## config.mk

```make
export PLATFORM = sky130hd
export DESIGN_NAME = fetch_pc_unit_flat
export DESIGN_NICKNAME = d
export VERILOG_FILES = /design/src/rtl/fetch_pc_unit_if.sv /design/src/rtl/fetch_pc_unit.sv /design/src/flat_wrapper.sv
export SDC_FILE = /design/constraint.sdc
export NUM_CORES = 1
export LEC_CHECK = 0
export BUFFER_PORTS_ARGS = -buffer_cell sky130_fd_sc_hd__buf_2
export CAP_MARGIN = 30
export CORE_MARGIN = 2
export CORE_UTILIZATION = 36
export CTS_BUF_LIST = sky130_fd_sc_hd__clkbuf_16
export DETAILED_ROUTE_END_ITERATION = 16
export GPL_ROUTABILITY_DRIVEN = 1
export PLACE_DENSITY_LB_ADDON = 0.25
export SYNTH_ARGS = -nofsm -noshare
export SYNTH_HDL_FRONTEND = slang
export SYNTH_SLANG_ARGS = --single-unit
```

## constraint.sdc

```tcl
create_clock -name clk -period 5 [get_ports clk]
set_input_delay 1 -clock clk [delete_from_list [all_inputs] [get_ports clk]]
set_output_delay 1 -clock clk [all_outputs]
set_load 0.005 [all_outputs]
```

## src/rtl/fetch_pc_unit_if.sv

```systemverilog
// Fetch-side handshake bundle: instruction-memory request/response and the
// valid/ready buffer presented to decode.
interface fetch_pc_unit_if #(
    parameter int unsigned XLEN = 32
);
    logic            imem_req_valid;
    logic [XLEN-1:0] imem_req_addr;
    logic            imem_req_ready;
    logic            imem_resp_valid;
    logic [XLEN-1:0] imem_resp_data;
    logic            if_valid;
    logic [XLEN-1:0] if_pc;
    logic [XLEN-1:0] if_instr;
    logic            if_ready;

    modport master (
        output imem_req_valid,
        output imem_req_addr,
        input  imem_req_ready,
        input  imem_resp_valid,
        input  imem_resp_data,
        output if_valid,
        output if_pc,
        output if_instr,
        input  if_ready
    );

    modport slave (
        input  imem_req_valid,
        input  imem_req_addr,
        output imem_req_ready,
        output imem_resp_valid,
        output imem_resp_data,
        input  if_valid,
        input  if_pc,
        input  if_instr,
        output if_ready
    );
endinterface

```

## src/rtl/fetch_pc_unit.sv

```systemverilog
// Program counter and single-outstanding instruction fetch, feeding decode through a
// one-entry valid/ready buffer. Redirects flush the buffer and kill in-flight fetches.
module fetch_pc_unit #(
    parameter int unsigned     XLEN     = 32,
    parameter logic [XLEN-1:0] RESET_PC = '0
) (
    input  logic            clk,
    input  logic            reset,
    input  logic            stall,
    input  logic            redirect_valid,
    input  logic [XLEN-1:0] redirect_pc,
    output logic            fetch_misaligned,
    fetch_pc_unit_if.master bus
);

    typedef enum logic [0:0] {StReq, StWait} state_e;

    state_e          state_q;
    logic [XLEN-1:0] pc_q;
    logic            kill_q;
    logic            if_valid_q;
    logic [XLEN-1:0] if_pc_q;
    logic [XLEN-1:0] if_instr_q;
    logic            misaligned_q;

    logic            req_valid;
    logic            req_fire;
    logic            consume;
    logic            redirect_ok;
    logic [XLEN-1:0] redirect_tgt;

    // A request may only issue when the buffer is empty or draining, so it never overflows.
    assign req_valid    = !reset && (state_q == StReq) && !stall && (!if_valid_q || bus.if_ready);
    assign req_fire     = req_valid && bus.imem_req_ready;
    assign consume      = if_valid_q && bus.if_ready;
    assign redirect_ok  = redirect_valid && !redirect_pc[1];
    assign redirect_tgt = redirect_pc & ~XLEN'(1);

    assign bus.imem_req_valid = req_valid;
    assign bus.imem_req_addr  = pc_q;
    assign bus.if_valid       = if_valid_q;
    assign bus.if_pc          = if_pc_q;
    assign bus.if_instr       = if_instr_q;
    assign fetch_misaligned   = misaligned_q;

    always_ff @(posedge clk) begin
        if (reset) begin
            state_q      <= StReq;
            pc_q         <= RESET_PC;
            kill_q       <= 1'b0;
            if_valid_q   <= 1'b0;
            if_pc_q      <= '0;
            if_instr_q   <= '0;
            misaligned_q <= 1'b0;
        end else begin
            misaligned_q <= redirect_valid && redirect_pc[1];
            if (consume) begin
                if_valid_q <= 1'b0;
            end
            if (redirect_ok) begin
                pc_q       <= redirect_tgt;
                if_valid_q <= 1'b0;
                unique case (state_q)
                    StReq: begin
                        // The old-pc request is already in flight; drop its response.
                        if (req_fire) begin
                            state_q <= StWait;
                            kill_q  <= 1'b1;
                        end
                    end
                    StWait: begin
                        if (bus.imem_resp_valid) begin
                            state_q <= StReq;
                            kill_q  <= 1'b0;
                        end else begin
                            kill_q <= 1'b1;
                        end
                    end
                    default: ;
                endcase
            end else begin
                unique case (state_q)
                    StReq: begin
                        if (req_fire) begin
                            state_q <= StWait;
                        end
                    end
                    StWait: begin
                        if (bus.imem_resp_valid) begin
                            state_q <= StReq;
                            if (kill_q) begin
                                kill_q <= 1'b0;
                            end else begin
                                if_valid_q <= 1'b1;
                                if_pc_q    <= pc_q;
                                if_instr_q <= bus.imem_resp_data;
                                pc_q       <= pc_q + XLEN'(4);
                            end
                        end
                    end
                    default: ;
                endcase
            end
        end
    end

endmodule

```

## src/flat_wrapper.sv

```systemverilog
// flat-port wrapper written by rule: the top's interface ports become plain ports
module fetch_pc_unit_flat 
#(
    parameter int unsigned     XLEN     = 32,
    parameter logic [XLEN-1:0] RESET_PC = '0
)
  (clk, reset, stall, redirect_valid, redirect_pc, fetch_misaligned, bus_imem_req_valid, bus_imem_req_addr, bus_imem_req_ready, bus_imem_resp_valid, bus_imem_resp_data, bus_if_valid, bus_if_pc, bus_if_instr, bus_if_ready);
  fetch_pc_unit_if #(.XLEN(XLEN)) bus_i ();
  input  logic clk;
  input  logic reset;
  input  logic stall;
  input  logic redirect_valid;
  input  logic [XLEN-1:0] redirect_pc;
  output logic fetch_misaligned;
  output wire logic [$bits(bus_i.imem_req_valid)-1:0] bus_imem_req_valid;
  output wire logic [$bits(bus_i.imem_req_addr)-1:0] bus_imem_req_addr;
  input wire logic [$bits(bus_i.imem_req_ready)-1:0] bus_imem_req_ready;
  input wire logic [$bits(bus_i.imem_resp_valid)-1:0] bus_imem_resp_valid;
  input wire logic [$bits(bus_i.imem_resp_data)-1:0] bus_imem_resp_data;
  output wire logic [$bits(bus_i.if_valid)-1:0] bus_if_valid;
  output wire logic [$bits(bus_i.if_pc)-1:0] bus_if_pc;
  output wire logic [$bits(bus_i.if_instr)-1:0] bus_if_instr;
  input wire logic [$bits(bus_i.if_ready)-1:0] bus_if_ready;
  assign bus_imem_req_valid = bus_i.imem_req_valid;
  assign bus_imem_req_addr = bus_i.imem_req_addr;
  assign bus_i.imem_req_ready = bus_imem_req_ready;
  assign bus_i.imem_resp_valid = bus_imem_resp_valid;
  assign bus_i.imem_resp_data = bus_imem_resp_data;
  assign bus_if_valid = bus_i.if_valid;
  assign bus_if_pc = bus_i.if_pc;
  assign bus_if_instr = bus_i.if_instr;
  assign bus_i.if_ready = bus_if_ready;
  fetch_pc_unit #(.XLEN(XLEN), .RESET_PC(RESET_PC)) u_core (.clk(clk), .reset(reset), .stall(stall), .redirect_valid(redirect_valid), .redirect_pc(redirect_pc), .fetch_misaligned(fetch_misaligned), .bus(bus_i));
endmodule
```

==> impl_metrics.yaml <==
outcome:
  status: "complete, no violations"
timing:
  post-route-min-period_ns: 2.61
  finClkSkew_ns: 0.00569
  finalHoldViolCount: 0
  rsz0062_at_grt: "false"
  setup_viol: 0
  timing.final.crit_share_pct: 52.1
  max_freq_mhz: 384
  slew_headroom_pct: 49.4
  tns_ns: 0
  worst_pin_slew_ns: 0.753
  maxSlewViolCount: 0
clocking:
  cts_tree: "built"
  htreeDepth: 3
  clkTransAtPathRegs_ns: 0.07
  cts_buffer_depth: 2
  post_cts_buffers: 0
  cts_made_buffers: 9
  cts_resized: 0
  cts_sinks: 98
  cts_hold_buf: 0
  root_buffer: "clkbuf_16"
  insertion_delay_ns: 0.33
power_and_ir_drop:
  swShare_pct: 23.2
  p_total_mw: 1.62
  comb_power_share_pct: 8.0
  powerDensity_nw_per_um2: 311
  p_int_mw: 1.25
  p_leak_nw: 2.27
  power_frac_seq_pct: 51.5
  ir_worst_vdd_uv: 208
  clkPwrFrac_pct: 40.5
  p_switching_mw: 0.376
global_route:
  grt_pass1_wl_um: 15900
  grt_max_degree: 97
  grt-ovfl-total: 0
  globalRouteTotalUtil_pct: 16.7
  grt_antenna_before_repair: 0
  grt_pass1_vias: 3301
logic_synthesis:
  synth_enable_flop_cells: 0
  seq_area_frac_synth_pct: 49.0
  synth_area_leader_cell: "dfxtp_1"
  syn_avg_cell_area_um2: 8.27
  async_flop_share_pct: 0
  synth_ff_type: "dfxtp_1"
  synthTopCellsByArea: "dfxtp_1 (49%), nand2_1 (13%), a21oi_1 (8.1%), a211oi_1 (4.5%), xor2_1 (4.2%)"
  netlist_area_um2: 4000
  syn_inst: 484
  yosys_warnings: 0
  synth-seq-cells: 98
  yosysTopAreaCellShare_pct: 49.0
  ys_types: 36
worst_setup_path:
  reg2reg_depth: 5
  cp.arrival_ns: 1.61
  reg2reg_setup_slack_ns: 2.82
  cp_max_fo: 2
  rr_startpoint: "u_core.bus.imem_req_addr[10]"
  r2r_end: "u_core.bus.imem_req_addr[27]"
  required_ns: 4.00
  worstSetupPathType: "in -> out"
  crit_path_start_kind: "input port"
  endpoint_kind: "output pin"
detailed_routing:
  avgRoutedWirePerCell_um: 13.5
  antenna_left: 0
  wirelength_um: 10500
  first_iter_violations: 183
  dr.pass1.iters: 7
  drc_errors: 0
  vias: 3763
  viasPerCell: 4.85
finish:
  final_nets: 703
  fillers: 1055
  drive_gt1_share_pct: 31.0
  instances_no_fill: 776
  antenna_cells: 0
  syn_to_final_growth_pct: 30.3
place:
  dp.final_hpwl_um: 7350
  place_congestion: 0.726
  place_inst: 759
  io_buffer_count: 166
worst_hold_path:
  hold-path-endpoint: "u_core.bus.if_instr[2]"
  whs_path_depth: 2
  min_from: "u_core.bus.if_instr[2]"
  hp-class: "reg -> reg"
die:
  die-area_um2: 12000
  pin_count: 170
  chipWidth_um: 109
  fp.dieH_um: 109
  coreArea_um2: 10800
  rows: 38
  start_util_pct: 36.9
run:
  maxCapViolCount: 0
[stage by stage]
step | hold slack [ns] | setup WS [ns] | area, µm² | utilization (%)
finish | 0.453 | 2.39 | 5210 | 48.1
global placement | 0.438 | 2.15 | 4860 | 44.9
floorplan | 0.446 | 2.50 | 4010 | -
CTS | 0.453 | 2.38 | 5180 | 47.8
global route | 0.468 | 2.29 | 5210 | 48.1
detailed placement | 0.445 | 2.28 | 4900 | 45.2
[cell usage after synthesis, types with 3 or more instances]
cell type,count
nand2_1,136
dfxtp_1,98
a21oi_1,65
nor2_1,35
a211oi_1,24
clkbuf_1,23
xor2_1,19
nand4_1,13
xnor2_1,9
and3_1,7
buf_2,7
a211oi_2,5
buf_4,5
nand3_1,5
and2_1,3
and4_1,3
nor2b_1,3
[critical path, stage by stage]
cell and delay [ns]:
buf_4 0.12, nor4_1 0.31, buf_2 0.18
[routing by layer]
metal / global-route usage (%) / vias to the layer above / wire length, µm
li1: - / 1916 / -
met1: 21.1 / 1728 / 4690
met2: 28.0 / 111 / 5010
met3: 3.73 / 8 / 670
met4: 5.79 / 0 / 134
met5: 0 / - / 0
[cell families (layout without fill, tap and decap cells)]
logic type / Yosys count / count (layout) / share of synthesized area (%)
flops: 98 / 98 / 49.0
fa+ha+maj: 1 / 1 / 0.313
simple gates: 220 / 220 / 25.0
other cells: 1 / 2 / 0.0937
mux: 1 / 1 / 0.250
xor+xnor: 28 / 28 / 6.13
buf+inv: 38 / 189 / 4.44
compound gates: 97 / 97 / 14.8
[cells in the final DEF (no fill, tap or decap), drive strengths merged]
master	count
a211oi	29
a21oi	65
a311oi	1
and2	3
and3	9
and3b	1
and4	3
buf	171
bufinv	1
clkbuf	9
clkinv	2
conb	2
dfxtp	98
ha	1
inv	6
mux2i	1
nand2	136
nand2b	1
nand3	6
nand4	15
nand4b	1
nor2	35
nor2b	3
nor3	2
nor4	3
nor4bb	1
o21a	2
or2	1
xnor2	9
xor2	19
[how the worst max path moves through the flow]
| stage | to | depth (start not counted) | slack [ns] | startpoint |
|---|---|---|---|---|
| 6_report | bus_imem_req_valid | 3 | 2.39 | reset |
| 5_1_grt | bus_imem_req_valid | 3 | 2.29 | reset |
| 4_1_cts | bus_imem_req_valid | 3 | 2.38 | reset |
| 3_3_place_gp | u_core.bus.if_pc[2] | 5 | 2.15 | bus_imem_resp_valid |
| 2_1_floorplan | bus_imem_req_valid | 2 | 2.50 | reset |
| 3_5_place_dp | u_core.bus.imem_req_addr[16] | 6 | 2.28 | bus_imem_resp_valid |
[registers in the layout, summed over array words and instances (netlist names)]
name,cells
u_core.bus.if_instr,32
u_core.bus.if_pc,31
u_core.bus.if_valid,1
u_core.bus.imem_req_addr,31
u_core.fetch_misaligned,1
u_core.kill_q,1
u_core.state_q,1
[power groups by stage]
stage | logic, mW | registers [mW] | clock network, mW
2_1_floorplan | 0.0656 | 0.848 | 0
3_3_place_gp | 0.125 | 0.852 | 0
3_5_place_dp | 0.129 | 0.853 | 0
4_1_cts | 0.129 | 0.836 | 0.675
5_1_grt | 0.144 | 0.840 | 0.708
6_report | 0.130 | 0.836 | 0.657
[layout make-up]
type / instances / area (µm²) / share of cell area (%)
Inverter: 2 / 7.51 / 0.144
Clock inverter: 7 / 55.1 / 1.06
Multi-Input combinational cell: 349 / 1870 / 35.9
Timing Repair Buffer: 171 / 916 / 17.6
Clock buffer: 9 / 225 / 4.32
Tap cell: 140 / 175 / 3.36
Sequential cell: 98 / 1960 / 37.6
Power figures use the tool's default switching activity.
